**src/rtl/imem_loader_pkg.sv**
```systemverilog
// Shared constants and state encoding for the instruction-memory loader.
// The instruction RAM uses IMEM_ADDR_WIDTH for its word-index width.
package imem_loader_pkg;

  localparam int BYTE_W          = 8;
  localparam int WORD_W          = 32;
  localparam int IMEM_ADDR_WIDTH = 8;

  typedef enum logic [2:0] {
    S_IDLE   = 3'd0,
    S_LEN_HI = 3'd1,
    S_LEN_LO = 3'd2,
    S_DATA   = 3'd3,
    S_CHK    = 3'd4,
    S_DONE   = 3'd5,
    S_ERR    = 3'd6
  } state_t;

endpackage

```
**src/rtl/imem_byte_packer.sv**
```systemverilog
// Shifts bytes MSB-first into a 32-bit word and pulses o_word_ready for one
// cycle, the cycle after the fourth byte; o_word is the full word during it.
module imem_byte_packer
  import imem_loader_pkg::*;
(
  input  logic              clk,
  input  logic              reset,
  input  logic              i_clear,
  input  logic              i_shift,
  input  logic [BYTE_W-1:0] i_byte,
  output logic [WORD_W-1:0] o_word,
  output logic              o_word_ready
);

  logic [WORD_W-1:0] r_shift;
  logic [1:0]        r_idx;
  logic              r_word_ready;

  always_ff @(posedge clk) begin
    if (reset || i_clear) begin
      r_shift      <= '0;
      r_idx        <= 2'd0;
      r_word_ready <= 1'b0;
    end else begin
      r_word_ready <= i_shift && (r_idx == 2'd3);
      if (i_shift) begin
        r_shift <= {r_shift[WORD_W-BYTE_W-1:0], i_byte};
        r_idx   <= r_idx + 2'd1;
      end
    end
  end

  assign o_word       = r_shift;
  assign o_word_ready = r_word_ready;

endmodule

```
**src/rtl/imem_loader.sv**
```systemverilog
// Loads a length-prefixed big-endian byte stream into instruction RAM while
// holding the CPU. Optional trailing XOR checksum: IMEM_LOADER_CHECKSUM_EN.
module imem_loader
  import imem_loader_pkg::*;
#(
  parameter int ADDR_WIDTH = IMEM_ADDR_WIDTH,
  parameter int MAX_WORDS  = 256
) (
  input  logic                  clk,
  input  logic                  reset,
  input  logic                  start,
  input  logic                  byte_valid,
  input  logic [BYTE_W-1:0]     byte_data,
  output logic                  byte_ready,
  output logic                  mem_we,
  output logic [31:0]           mem_addr,
  output logic [WORD_W-1:0]     mem_wdata,
  output logic                  cpu_hold,
  output logic                  done,
  output logic                  error,
  output logic [ADDR_WIDTH:0]   word_count,
  output state_t                dbg_state
);

  localparam int CW = ADDR_WIDTH + 1;

  state_t          r_state;
  state_t          w_next;
  logic [15:0]     r_len;
  logic [CW-1:0]   r_word_count;
  logic [15:0]     w_len_n;
  logic            w_accept;
  logic            w_start;
  logic            w_shift;
  logic            w_word_ready;
  logic            w_last_write;
  logic [WORD_W-1:0] w_word;
`ifdef IMEM_LOADER_CHECKSUM_EN
  logic [BYTE_W-1:0] r_csum;
`endif

  assign byte_ready = (r_state == S_LEN_HI) || (r_state == S_LEN_LO) ||
                      (r_state == S_DATA)   || (r_state == S_CHK);
  assign w_accept   = byte_valid && byte_ready;
  assign w_start    = start && ((r_state == S_IDLE) || (r_state == S_DONE) ||
                                (r_state == S_ERR));
  assign w_len_n    = {r_len[15:8], byte_data};
  // The last write cycle can also carry the next byte (checksum); it is not data.
  assign w_last_write = w_word_ready && (16'(r_word_count) == r_len - 16'd1);
  assign w_shift      = w_accept && (r_state == S_DATA) && !w_last_write;

  imem_byte_packer u_packer (
    .clk          (clk),
    .reset        (reset),
    .i_clear      (w_start),
    .i_shift      (w_shift),
    .i_byte       (byte_data),
    .o_word       (w_word),
    .o_word_ready (w_word_ready)
  );

  always_comb begin
    w_next = r_state;
    case (r_state)
      S_IDLE, S_DONE, S_ERR: if (start) w_next = S_LEN_HI;
      S_LEN_HI: if (w_accept) w_next = S_LEN_LO;
      S_LEN_LO: begin
        if (w_accept) begin
          if (w_len_n == 16'd0) begin
`ifdef IMEM_LOADER_CHECKSUM_EN
            w_next = S_CHK;
`else
            w_next = S_DONE;
`endif
          end else if (w_len_n > 16'(MAX_WORDS)) begin
            w_next = S_ERR;
          end else begin
            w_next = S_DATA;
          end
        end
      end
      S_DATA: begin
        if (w_last_write) begin
`ifdef IMEM_LOADER_CHECKSUM_EN
          if (w_accept) w_next = (byte_data == r_csum) ? S_DONE : S_ERR;
          else          w_next = S_CHK;
`else
          w_next = S_DONE;
`endif
        end
      end
      S_CHK: begin
`ifdef IMEM_LOADER_CHECKSUM_EN
        if (w_accept) w_next = (byte_data == r_csum) ? S_DONE : S_ERR;
`endif
      end
      default: w_next = S_IDLE;
    endcase
  end

  always_ff @(posedge clk) begin
    if (reset) begin
      r_state      <= S_IDLE;
      r_len        <= 16'd0;
      r_word_count <= '0;
`ifdef IMEM_LOADER_CHECKSUM_EN
      r_csum       <= '0;
`endif
    end else begin
      r_state <= w_next;
      if (w_start) r_word_count <= '0;
      else if (w_word_ready && (r_state == S_DATA)) r_word_count <= r_word_count + CW'(1);
      if (w_accept && (r_state == S_LEN_HI)) r_len[15:8] <= byte_data;
      if (w_accept && (r_state == S_LEN_LO)) r_len[7:0]  <= byte_data;
`ifdef IMEM_LOADER_CHECKSUM_EN
      if (w_start)      r_csum <= '0;
      else if (w_shift) r_csum <= r_csum ^ byte_data;
`endif
    end
  end

  assign mem_we     = w_word_ready && (r_state == S_DATA);
  assign mem_addr   = 32'({r_word_count, 2'b00});
  assign mem_wdata  = w_word;
  assign cpu_hold   = byte_ready || (r_state == S_ERR);
  assign done       = (r_state == S_DONE);
  assign error      = (r_state == S_ERR);
  assign word_count = r_word_count;
  assign dbg_state  = r_state;

endmodule
```
**config.mk**
```make
export PLATFORM = sky130hd
export DESIGN_NAME = imem_loader
export DESIGN_NICKNAME = d
export VERILOG_FILES = /design/src/rtl/imem_loader_pkg.sv /design/src/rtl/imem_byte_packer.sv /design/src/rtl/imem_loader.sv
export SDC_FILE = /design/constraint.sdc
export NUM_CORES = 1
export LEC_CHECK = 0
export ABC_AREA = 1
export BUFFER_PORTS_ARGS = -buffer_cell sky130_fd_sc_hd__buf_2
export CORE_UTILIZATION = 58
export CTS_CLUSTER_SIZE = 12
export DETAILED_ROUTE_END_ITERATION = 10
export PLACE_DENSITY = 0.86
export SLEW_MARGIN = 20
export SYNTH_ARGS = -nofsm -noshare
export SYNTH_HDL_FRONTEND = slang
export SYNTH_SLANG_ARGS = --single-unit
```
**constraint.sdc**
```tcl
create_clock -name clk -period 3.5 [get_ports clk]
set_input_delay 0.525 -clock clk [delete_from_list [all_inputs] [get_ports clk]]
set_output_delay 0.525 -clock clk [all_outputs]
set_load 0.005 [all_outputs]
```
-- Word level (Yosys, flattened, before mapping)
Cells that the tools add are included.
Widths: inputs -> output; s select.
- register bits after elaboration: 63
- input bits: 12
- output and inout port bits: 81
- logic and storage cells: 53
- add/subtract/negate cells: 3
- $lt $le $gt $ge: 1
- equal/unequal tests: 12
- multiplexer cells: 7
- bitwise gates (word level): 1
- reduce and logical (&&, ||, !) cells: 22
- operator list (operator ; count):
    $mux 3 ; 6
    $eq 9x16->1 ; 1
    $gt 16x9->1 const B ; 1
    $logic_not 16->1 ; 1
    $sub 16x1->16 const B ; 1
    $pmux 3 s5 ; 1
    $add 9x1->9 const B ; 1
    $eq 3x3->1 const B ; 3
    $logic_and 1x1->1 ; 9
    $ne 2x2->1 const B ; 4
    $logic_or 1x1->1 ; 7
    $eq 3x2->1 const B ; 2
    $reduce_and 5->1 ; 1
    $eq 3x1->1 const B ; 1
    $logic_not 3->1 ; 1
    $reduce_or 3->1 ; 1
    $add 2x1->2 const B ; 1
    $eq 2x2->1 const B ; 1
    $reduce_or 2->1 ; 1
    $logic_not 1->1 ; 1
    $not 1->1 ; 1

-- Longest topological paths before layout
Gate-level depths: netlist of the first run.
- word-level depth: 8
- gate-level depth with buffers: 16
- mapped depth without buffers: 16

-- By module
Synthesis of the first run repeated with hierarchy kept, for this count alone.
- cells, all modules: 560
- area, all modules: 3564.7 um^2
- by module, submodules not included (module ; instances ; cells an instance ; area an instance (um^2) ; sequential area each (um^2)):
    imem_loader ; 1 ; 341 ; 2102.0 ; 560.5
    imem_byte_packer ; 1 ; 219 ; 1462.7 ; 700.7

-- Worst setup path after synthesis of the first run
Ideal clock, no wire load.
- path type: register to register
- start point: register r_len[0]
- end point: register u_packer.r_shift[10] (netlist: u_packer.o_word[10])
- library setup time: 0.113 ns
- arrival time: 1.876 ns
- data required time: 3.387 ns
- path slack: 1.510 ns
- stages on the path, launching flop included: 15
- path buffers: 2
- period minus slack after synthesis: 1.990 ns
- path through: dfxtp_1 > inv_1 > ha_1 > nand2_2 > nor2_4 > nand2_1 > nand3_1 > nand2_1 > nor2_1 > and2_2 > nand4_4 > buf_6 > buf_6 > a21oi_2 > nor2_1
- cells in the longest elaborated chain, start to end: 5
- RTL lines (item ; RTL line ; RTL):
    start: declaration ; imem_loader.sv:29 ; logic [15:0] r_len;
    start signal: assignment ; imem_loader.sv:114 ; if (w_accept && (r_state == S_LEN_LO)) r_len[7:0] <= byte_data;
    $sub 16x1->16 ; imem_loader.sv:49 ; assign w_last_write = w_word_ready && (16'(r_word_count) == r_len - 16'd1);
    $eq 9x16->1 ; imem_loader.sv:49 ;
    $logic_and 1x1->1 ; imem_loader.sv:49 ;
    $logic_not 1->1 ; imem_loader.sv:50 ; assign w_shift = w_accept && (r_state == S_DATA) && !w_last_write;
    $logic_and 1x1->1 ; imem_loader.sv:50 ;
    end signal: assignment ; imem_byte_packer.sv:27 ; r_shift <= {r_shift[WORD_W-BYTE_W-1:0], i_byte};
    end: declaration ; imem_byte_packer.sv:15 ; logic [WORD_W-1:0] r_shift;
No other way between the ends.
A chain may end at the register's enable or synchronous reset.

-- Worst setup path after layout of the first run
- start point: register r_len[0]
- end point: register u_packer.r_shift[2] (netlist: u_packer.o_word[2])
Same word-level chain as after synthesis.

==> impl_results.md, run 1 <==
- DR iter-0 viols: 246
- Hold_buf cts: 0
- Worst setup EP type: flip-flop
- Drt via density: 5.24
- Clk buf depth: 2
- Multi-input combinational cell area: 1940 sq um
- Layout cell share with drive strength beyond 1: 18.7%
- Die H: 82.4 um
- Fill count: 543
- Postcts setup bufs: 0
- Sequential area share after synthesis: 33.6%
- RSZ-0062 raised after global routing: no
- Final Setup Violations: 0
- Largest net degree at the start of global routing: 69
- Initial antenna violation count: 0
- DP HPWL: 6540 um
- R2R Path End: u_packer.o_word[2]
- Starting Density: 61.9%
- Die width: 82.4 um
- Yosys top cell by area: dfxtp_1
- Port Buffers: 69
- Status: completed
- CP delay by family, top: simple AND/OR/NAND/NOR gates
- First-pass GRT wire length: 13800 um
- Worst Path Max Fanout: 68
- Crit. path cell count: 13
- Worst reg2reg setup slack: 0.52 ns
- Mapped Cells: 575
- Crit path from: r_len[0]
- CTS Buf Count: 9
- Aggregate global-route resource usage: 26.8%
- Mean Syn Cell Area: 6.52 sq um
- CTS H-tree lvls: 3
- Crit path arrival time: 3.26 ns
- WL/cell: 12.5 um
- Vias in the first global route: 3142
- Core area: 6060 sq um
- Unique masters post-synth: 31
- Post-route ant nets: 0
- Top-area cell type share of the netlist area: 33.6%
- Area delta synth->final: 10.1%
- Final #Nets: 642
- Fmax: 335 MHz
- Final Hold Viols: 0
- Crit path time final: 2.98 ns
- Ys flop type: dfxtp_1
- IO Count: 93
- Final period util: 85.3%
- CP Launch Type: flip-flop
- Final total power: 0.00264 W
- Sequential Area: 1260 sq um
- Power Density: 639 nW/um^2
- Clk_skew: 0.0125 ns
- Vias: 3692
- Ys async rst share: 0%
- CP bufs+invs: 1
- Slew Viols, Final: 0
- Post-synth EDFFs: 0
- Setup TNS: 0 ns
- Hold Path Stages: 2
- Reg2reg start: r_len[0]
- Max Cap Violations: 0
- DRT Wirelength: 8790 um
- Slew @ Worst Pin: 1.04 ns
- Grt total ovfl: 0
- Netlist Area Pre-Place: 3750 sq um
- Setup crit end: u_packer.o_word[2]
- Diode count: 0
- Max_slew headroom: 30.3%
- Yosys warning count: 0
- Critical path class: reg -> reg
- Gpl congestion: 0.905
- FP Rows: 28
- #FFs+latches synth: 63
- Worst Reg-to-Reg Cells: 13
- Critical path, cell by cell: inv_1 > ha_1 > nand2_2 > nor2_4 > nand2_1 > nand3_1 > nand2_1 > nor2_1 > and2_2 > nand4_4 > nand3_1 > nand2_1 > nor2_1
- Most frequent cells after synthesis: nand2_1 (112), nor2_1 (88), inv_1 (78), dfxtp_1 (63), nand3_1 (56)
- Worst VDD drop: 0.380 mV
- Crit-path slowest cell: nand4_4
- Clk slew on worst S/H paths: 0.07 ns
- Static Leakage: 1.97 nW
- Synth area leaders: dfxtp_1 (34%), nand2_1 (11%), nor2_1 (8.8%), inv_1 (7.8%), nand3_1 (7.5%)
- Die area: 6790 sq um
- CP peak stage delay: 0.77 ns
- CP most frequent cell: nand2_1
- Hold Path Class: in -> reg
- CTS tree: done
- CTS Root Cell: clkbuf_8
- Count leader, synth: nand2_1
- Worst skew pair latency: 0.34 ns
- PostCTS Resize Cnt: 0
- Post-route DRC: 0
- First-pass detailed-route iteration total: 5
- Sink Count: 63
- Data required, critical path: 3.77 ns
flip-flops by register name, summed over array words and instances, names as in the netlist:
signal / count
word_count: 9
u_packer.r_idx: 2
u_packer.o_word_ready: 1
r_len: 16
dbg_state: 3
u_packer.o_word: 32
per-layer routing:
layer | GRT usage (%) | wire [um]
met1 | 35.3 | 3850
met2 | 42.5 | 4090
met3 | 6.81 | 653
met4 | 8.95 | 192
met5 | 0 | 0
metrics by stage:
| step | area, sq um | utilization [%] | hold slack (ns) | instances | setup slack [ns] |
|---|---|---|---|---|---|
| 6_report | 4130 | 68.1 | 0.395 | 705 | 0.516 |
| 2_1_floorplan | 3830 | - | 0.456 | 597 | 1.51 |
| 3_3_place_gp | 3970 | 65.5 | 0.460 | 691 | 0.665 |
| 4_1_cts | 4130 | 68.1 | 0.386 | 705 | 0.562 |
| 5_1_grt | 4130 | 68.1 | 0.399 | 705 | 0.208 |
| 3_5_place_dp | 3970 | 65.5 | 0.471 | 691 | 0.565 |
final cells by class:
type,count,area share [%]
sequential,63,30.5
clock buffer,11,3.42
multi-input combinational,403,47.0
clock inverter,3,0.515
inverter,78,7.09
timing repair buffer,72,9.21
tap,75,2.27
kinds of logic after synthesis:
logic type	share of synthesized area [%]
simple gates	33.5
buf+inv	17.2
compound gates	13.2
flops	33.6
xor+xnor	1.40
fa+ha+maj	1.00
other cells	0.100
where the power goes:
part	switching, W	internal [W]
Combinational	0.000763	0.000442
Clock	0.000272	0.000268
Sequential	0.0000946	0.000800
Total	0.00113	0.00151
worst register-to-register path, cell delays in order, from the launching register on:
cell	delay [ns]
dfxtp_1	0.31
inv_1	0.11
ha_1	0.27
nand2_2	0.14
nor2_4	0.20
nand2_1	0.09
nand3_1	0.09
nand2_1	0.08
nor2_1	0.12
and2_2	0.18
nand4_4	0.77
nand3_1	0.36
nand2_1	0.09
nor2_1	0.11
worst min path at each step:
stage	slack [ns]	end	from
after floorplan	0.46	u_packer.r_idx[1]	u_packer.r_idx[1]
after global placement	0.46	u_packer.o_word[31]	u_packer.o_word[31]
after detailed placement	0.47	u_packer.o_word[31]	u_packer.o_word[31]
after CTS	0.39	dbg_state[2]	reset
after global routing	0.40	dbg_state[2]	reset
final	0.39	dbg_state[2]	reset
layout by cell type (no fill, tap or decap), types with 2 or more instances in the layout:
cell type / n
a21oi_1: 39
a21oi_2: 21
buf_2: 69
buf_4: 2
clkbuf_8: 10
conb_1: 23
dfxtp_1: 63
ha_1: 3
inv_1: 78
nand2_1: 112
nand2_2: 2
nand3_1: 56
nand3b_1: 3
nand4_1: 7
nor2_1: 87
nor2_2: 2
nor2_4: 4
nor3_1: 6
nor3b_1: 2
o21ai_0: 21
o21ai_1: 2
or2_2: 2
xnor2_1: 3
xor2_1: 3
Note: power is estimated with default switching activity, not from simulation.
==> run 2: changes to the inputs <==
--- a/config.mk
+++ b/config.mk
@@ -7,6 +7,7 @@
 export LEC_CHECK = 0
 export ABC_AREA = 1
 export BUFFER_PORTS_ARGS = -buffer_cell sky130_fd_sc_hd__buf_2
+export CORE_ASPECT_RATIO = 1.2
 export CORE_UTILIZATION = 58
 export CTS_CLUSTER_SIZE = 12
 export DETAILED_ROUTE_END_ITERATION = 10
==> constraint.sdc (replaced) <==
create_clock -name clk -period 3.5 [get_ports clk]
set_input_delay 0.7 -clock clk [delete_from_list [all_inputs] [get_ports clk]]
set_output_delay 0.7 -clock clk [all_outputs]
set_load 0.005 [all_outputs]
==> impl_results.md, run 2 (same netlist as run 1, synthesis figures left out) <==
- Die width: 75.4 um (was 82.4 um)
- First-pass detailed-route iteration total: 4 (was 5)
- DP HPWL: 6420 um (was 6540 um)
- Starting Density: 61.2% (was 61.9%)
- Vias: 3654 (was 3692)
- Vias in the first global route: 3355 (was 3142)
- RSZ-0062 raised after global routing: no (unchanged)
- Aggregate global-route resource usage: 27.7% (was 26.8%)
- Sink Count: 63 (unchanged)
- Crit-path slowest cell: nand4_4 (unchanged)
- Clk_skew: 0.00897 ns (was 0.0125 ns)
- CTS H-tree lvls: 3 (unchanged)
- Final Hold Viols: 0 (unchanged)
- Area delta synth->final: 11.8% (was 10.1%)
- Int Power: 0.00168 W (was 0.00151 W)
- Most frequent cells in the layout: nand2_1 (112), nor2_1 (87), inv_1 (78) (unchanged)
- CTS Root Cell: clkbuf_8 (unchanged)
- Critical path, cell by cell: inv_1 > ha_1 > nand2_2 > nor2_4 > nand2_1 > nand3_1 > nand2_1 > nor2_1 > and2_2 > nand4_4 > a21oi_1 > nor2_1 (was inv_1 > ha_1 > nand2_2 > nor2_4 > nand2_1 > nand3_1 > nand2_1 > nor2_1 > and2_2 > nand4_4 > nand3_1 > nand2_1 > nor2_1)
- Final total power: 0.00281 W (was 0.00264 W)
- Data required, critical path: 3.72 ns (was 3.77 ns)
- Crit path arrival time: 3.22 ns (was 3.26 ns)
- Static Leakage: 1.99 nW (was 1.97 nW)
- Worst setup EP type: flip-flop (unchanged)
- Max reg flops: 32 (unchanged)
- First-pass GRT wire length: 14700 um (was 13800 um)
- Clk buf depth: 2 (unchanged)
- FP Rows: 31 (was 28)
- Sw frac: 40.2% (was 42.8%)
- Fill count: 551 (was 543)
- Final Setup Violations: 0 (unchanged)
- Hold Path Class: reg -> reg (was in -> reg)
- Crit path time final: 2.99 ns (was 2.98 ns)
- CP delay by family, top: simple AND/OR/NAND/NOR gates (unchanged)
- Port Buffers: 69 (unchanged)
- Post-route DRC: 0 (unchanged)
- Sw power: 0.00113 W (about the same)
- Layout cell share with drive strength beyond 1: 18.7% (about the same)
- Die H: 90.1 um (was 82.4 um)
- Max Cap Violations: 0 (unchanged)
- DRT Wirelength: 8800 um (was 8790 um)
- Seq pwr share: 31.9% (was 33.9%)
- CP peak stage delay: 0.77 ns (about the same)
- Most common cell after layout, fill and taps aside: nand2_1 (unchanged)
- Post-place instance area: 3970 sq um (about the same)
- Largest net degree at the start of global routing: 69 (unchanged)
- Fmax: 334 MHz (was 335 MHz)
- Postcts setup bufs: 0 (unchanged)
- Clock share of power: 25.4% (was 20.5%)
- Post-route ant nets: 0 (unchanged)
- CTS tree: done (unchanged)
- Worst Path Max Fanout: 68 (unchanged)
- Power Density: 671 nW/um^2 (was 639 nW/um^2)
- Clk slew on worst S/H paths: 0.07 ns (about the same)
- Grt total ovfl: 0 (unchanged)
- Multi-input combinational cell area: 1940 sq um (unchanged)
- CTS Buf Count: 9 (unchanged)
- Die area: 6790 sq um (about the same)
- Setup TNS: 0 ns (unchanged)
- Gpl congestion: 0.859 (was 0.905)
- Hold_buf cts: 0 (unchanged)
- CP Launch Type: flip-flop (unchanged)
- Sequential Area: 1260 sq um (unchanged)
- Final period util: 85.6% (was 85.3%)
- Max_slew headroom: 30.0% (was 30.3%)
- Worst VDD drop: 0.406 mV (was 0.380 mV)
- Hold_ws: 0.480 ns (was 0.395 ns)
- Core area: 6130 sq um (was 6060 sq um)
- Final #Nets: 641 (was 642)
- DR iter-0 viols: 269 (was 246)
- PostCTS Resize Cnt: 0 (unchanged)
- Initial antenna violation count: 0 (unchanged)
- Critical path class: reg -> reg (unchanged)
- Comb pwr share: 42.7% (was 45.6%)
- Drt via density: 5.12 (was 5.24)
- Status: completed (unchanged)
- Worst skew pair latency: 0.34 ns (about the same)
- Slew Viols, Final: 0 (unchanged)
- Diode count: 0 (unchanged)
- WL/cell: 12.3 um (was 12.5 um)
- CP bufs+invs: 1 (unchanged)
- Fin area: 4190 sq um (was 4130 sq um)
- Slew @ Worst Pin: 1.05 ns (was 1.04 ns)
- IO Count: 93 (unchanged)
[run 2: cell count changes in the layout (fill, tap and decap cells not counted)]
cell and delta:
buf_4 -1, bufinv_16 +2, clkbuf_1 +1, clkbuf_8 +1
clkinv_4 -1, clkinvlp_4 -1
[run 2: layout make-up]
type,instances,area share [%]
Clock inverter,3,1.55
Timing Repair Buffer,71,8.89
Sequential cell,63,30.1
Tap cell,82,2.45
Inverter,78,6.98
Clock buffer,13,3.79
Multi-Input combinational cell,403,46.3
[run 2: metrics by stage]
| step | util, % | std cells | worst slack [ns] |
|---|---|---|---|
| final | 68.4 | 713 | 0.505 |
| after detailed placement | 64.8 | 697 | 0.553 |
| after floorplan | - | 597 | 1.51 |
| after global placement | 64.8 | 697 | 0.649 |
| after global routing | 68.4 | 713 | 0.189 |
| after CTS | 68.4 | 713 | 0.538 |
[run 2: per-layer routing]
metal / vias up / global-route usage (%) / wire, um
li1: 1874 / - / -
met1: 1660 / 33.2 / 3640
met2: 102 / 46.4 / 4510
met3: 18 / 6.28 / 423
met4: 0 / 11.6 / 225
met5: - / 0 / 0
[run 2: power by group through the flow]
stage / clock network, W / registers (W) / logic (W)
2_1_floorplan: 0 / 0.000890 / 0.000944
3_3_place_gp: 0 / 0.000905 / 0.00117
3_5_place_dp: 0 / 0.000908 / 0.00118
4_1_cts: 0.000722 / 0.000893 / 0.00120
5_1_grt: 0.000752 / 0.000909 / 0.00138
6_report: 0.000715 / 0.000896 / 0.00120
[run 2: final timing paths]
| kind | slack, ns | end | cells past startpoint | start |
|---|---|---|---|---|
| worst max-delay path | 0.51 | u_packer.r_idx[1] | 12 | r_len[0] |
| worst min-delay path | 0.48 | u_packer.o_word[30] | 2 | u_packer.o_word[30] |
| worst max register to register | 0.51 | u_packer.r_idx[1] | 12 | r_len[0] |
| worst min register to register | 0.48 | u_packer.o_word[30] | 2 | u_packer.o_word[30] |
[run 2: worst register-to-register path, cell delays in order (launching register included)]
cell and delay [ns]:
dfxtp_1 0.32, inv_1 0.12, ha_1 0.27, nand2_2 0.14, nor2_4 0.18, nand2_1 0.09, nand3_1 0.08, nand2_1 0.05
nor2_1 0.14, and2_2 0.20, nand4_4 0.77, a21oi_1 0.44, nor2_1 0.08
==> run 3: changes to the inputs <==
--- a/config.mk
+++ b/config.mk
@@ -8,10 +8,10 @@
 export ABC_AREA = 1
 export BUFFER_PORTS_ARGS = -buffer_cell sky130_fd_sc_hd__buf_2
 export CORE_ASPECT_RATIO = 1.2
-export CORE_UTILIZATION = 58
+export CORE_UTILIZATION = 54
 export CTS_CLUSTER_SIZE = 12
 export DETAILED_ROUTE_END_ITERATION = 10
-export PLACE_DENSITY = 0.86
+export PLACE_DENSITY = 0.81
 export SLEW_MARGIN = 20
 export SYNTH_ARGS = -nofsm -noshare
 export SYNTH_HDL_FRONTEND = slang
==> constraint.sdc (replaced) <==
create_clock -name clk -period 2.8 [get_ports clk]
set_input_delay 0.56 -clock clk [delete_from_list [all_inputs] [get_ports clk]]
set_output_delay 0.56 -clock clk [all_outputs]
set_load 0.005 [all_outputs]
==> impl_results.md, run 3 (same netlist as run 1, synthesis figures left out) <==
- Worst skew pair latency: 0.34 ns (about the same)
- Worst VDD drop: 0.412 mV (was 0.406 mV)
- CTS H-tree lvls: 3 (unchanged)
- PostCTS Resize Cnt: 0 (unchanged)
- Initial antenna violation count: 0 (unchanged)
- CTS Root Cell: clkbuf_8 (unchanged)
- Core area: 6570 sq um (was 6130 sq um)
- Status: completed (unchanged)
- Postcts setup bufs: 0 (unchanged)
- Starting Density: 57.1% (was 61.2%)
- Most frequent cells in the layout: nand2_1 (112), nor2_1 (87), inv_1 (78) (unchanged)
- Clk slew on worst S/H paths: 0.07 ns (about the same)
- Gpl congestion: 0.912 (was 0.859)
- Final period util: 82.6% (was 85.6%)
- WL/cell: 12.6 um (was 12.3 um)
- Final Setup Violations: 0 (unchanged)
- RSZ-0062 raised after global routing: no (unchanged)
- Fmax: 432 MHz (was 334 MHz)
- First-pass GRT wire length: 14900 um (was 14700 um)
- Post-route core utilization: 64.5% (was 68.4%)
- DP HPWL: 6820 um (was 6420 um)
- Sink Count: 63 (unchanged)
- Grt total ovfl: 0 (unchanged)
- Max reg flops: 32 (unchanged)
- Die H: 93.3 um (was 90.1 um)
- Crit path arrival time: 2.54 ns (was 3.22 ns)
- Vias in the first global route: 3239 (was 3355)
- Sequential Area: 1260 sq um (unchanged)
- Die area: 7280 sq um (was 6790 sq um)
- Crit path time final: 2.31 ns (was 2.99 ns)
- Final total power: 0.00351 W (was 0.00281 W)
- Post-route ant nets: 0 (unchanged)
- FP Rows: 32 (was 31)
- Final WS setup: 0.486 ns (was 0.505 ns)
- CP Launch Type: flip-flop (unchanged)
- Diode count: 0 (unchanged)
- Multi-input combinational cell area: 1940 sq um (unchanged)
- Pre-CTS WS: 0.551 ns (was 0.553 ns)
- Worst setup EP type: flip-flop (unchanged)
- Area delta synth->final: 13.0% (was 11.8%)
- Data required, critical path: 3.03 ns (was 3.72 ns)
- Hold_buf cts: 0 (unchanged)
- Final std cells w/o fill: 720 (was 713)
- Post-route DRC: 0 (unchanged)
- Max_slew headroom: 46.2% (was 30.0%)
- Setup TNS: 0 ns (unchanged)
- CTS Buf Count: 9 (unchanged)
- First-pass detailed-route iteration total: 5 (was 4)
- Slew Viols, Final: 0 (unchanged)
- Power Density: 830 nW/um^2 (was 671 nW/um^2)
- Critical path class: reg -> reg (unchanged)
- Clk buf depth: 2 (unchanged)
- DR iter-0 viols: 198 (was 269)
- Fill count: 635 (was 551)
- IO Count: 93 (unchanged)
- Layout cell share with drive strength beyond 1: 19.5% (was 18.7%)
- Hold Path Class: in -> reg (was reg -> reg)
- Final #Nets: 645 (was 641)
- Slew @ Worst Pin: 0.804 ns (was 1.05 ns)
- Static Leakage: 2.02 nW (was 1.99 nW)
- Max Cap Violations: 0 (unchanged)
- Worst Path Max Fanout: 66 (was 68)
- Vias: 3660 (was 3654)
- Largest net degree at the start of global routing: 67 (was 69)
- Die width: 78.1 um (was 75.4 um)
- Drt via density: 5.08 (was 5.12)
- Aggregate global-route resource usage: 26.2% (was 27.7%)
- DRT Wirelength: 9080 um (was 8800 um)
- Placed insts: 704 (was 697)
- CTS tree: done (unchanged)
- Port Buffers: 69 (unchanged)
- Most common cell after layout, fill and taps aside: nand2_1 (unchanged)
- Final Hold Viols: 0 (unchanged)
- Clk_skew: 0.00713 ns (was 0.00897 ns)
## run 3: cell count changes in the layout (fill, tap and decap cells not counted)
cell	before	now
clkinv_4	0	1
clkbuf_1	2	0
clkbuf_8	11	10
buf_4	1	4
clkinv_2	1	3
buf_12	1	2
## run 3: routing by layer
layer  vias up  GRT usage [%]  part of all wire [%]
li1       1876              -                     -
met1      1640           32.3                    44
met2       118           43.9                    48
met3        26           4.68                   4.8
met4         0           12.3                   3.4
met5         -              0                     0
## run 3: path summary, 6_finish.rpt
check	start	to	slack (ns)	cells after the start
setup / recovery	r_len[0]	u_packer.o_word[23]	0.49	12
hold / removal	reset	dbg_state[2]	0.45	2
setup reg to reg	r_len[0]	u_packer.o_word[23]	0.49	12
hold reg to reg	u_packer.o_word[29]	u_packer.o_word[29]	0.48	2
## run 3: through the flow
| stage | hold WS [ns] | area (sq um) |
|---|---|---|
| 6_report | 0.448 | 4240 |
| 5_1_grt | 0.432 | 4240 |
| 4_1_cts | 0.434 | 4240 |
| 3_5_place_dp | 0.469 | 4020 |
| 3_3_place_gp | 0.463 | 4020 |
| 2_1_floorplan | 0.456 | 3830 |
## run 3: final cells by class
cell class	count	share of cell area, %
timing repair buffer	75	9.81
multi-input combinational	403	45.8
inverter	78	6.91
sequential	63	29.8
tap	85	2.51
clock inverter	6	1.98
clock buffer	10	3.25
## run 3: where the power goes
group | internal (W) | switching, W
registers | 0.00100 | 0.000120
clock network | 0.000522 | 0.000357
logic | 0.000558 | 0.000958
## run 3: worst max-delay path: stages, from the launching register on
cell,delay [ns]
dfxtp_1,0.32
inv_1,0.12
ha_1,0.27
nand2_2,0.14
nor2_4,0.19
nand2_1,0.07
nand2_1,0.11
nand4_1,0.11
nor2_1,0.21
nand4_4,0.16
buf_12,0.24
a21oi_1,0.18
nor2_1,0.07
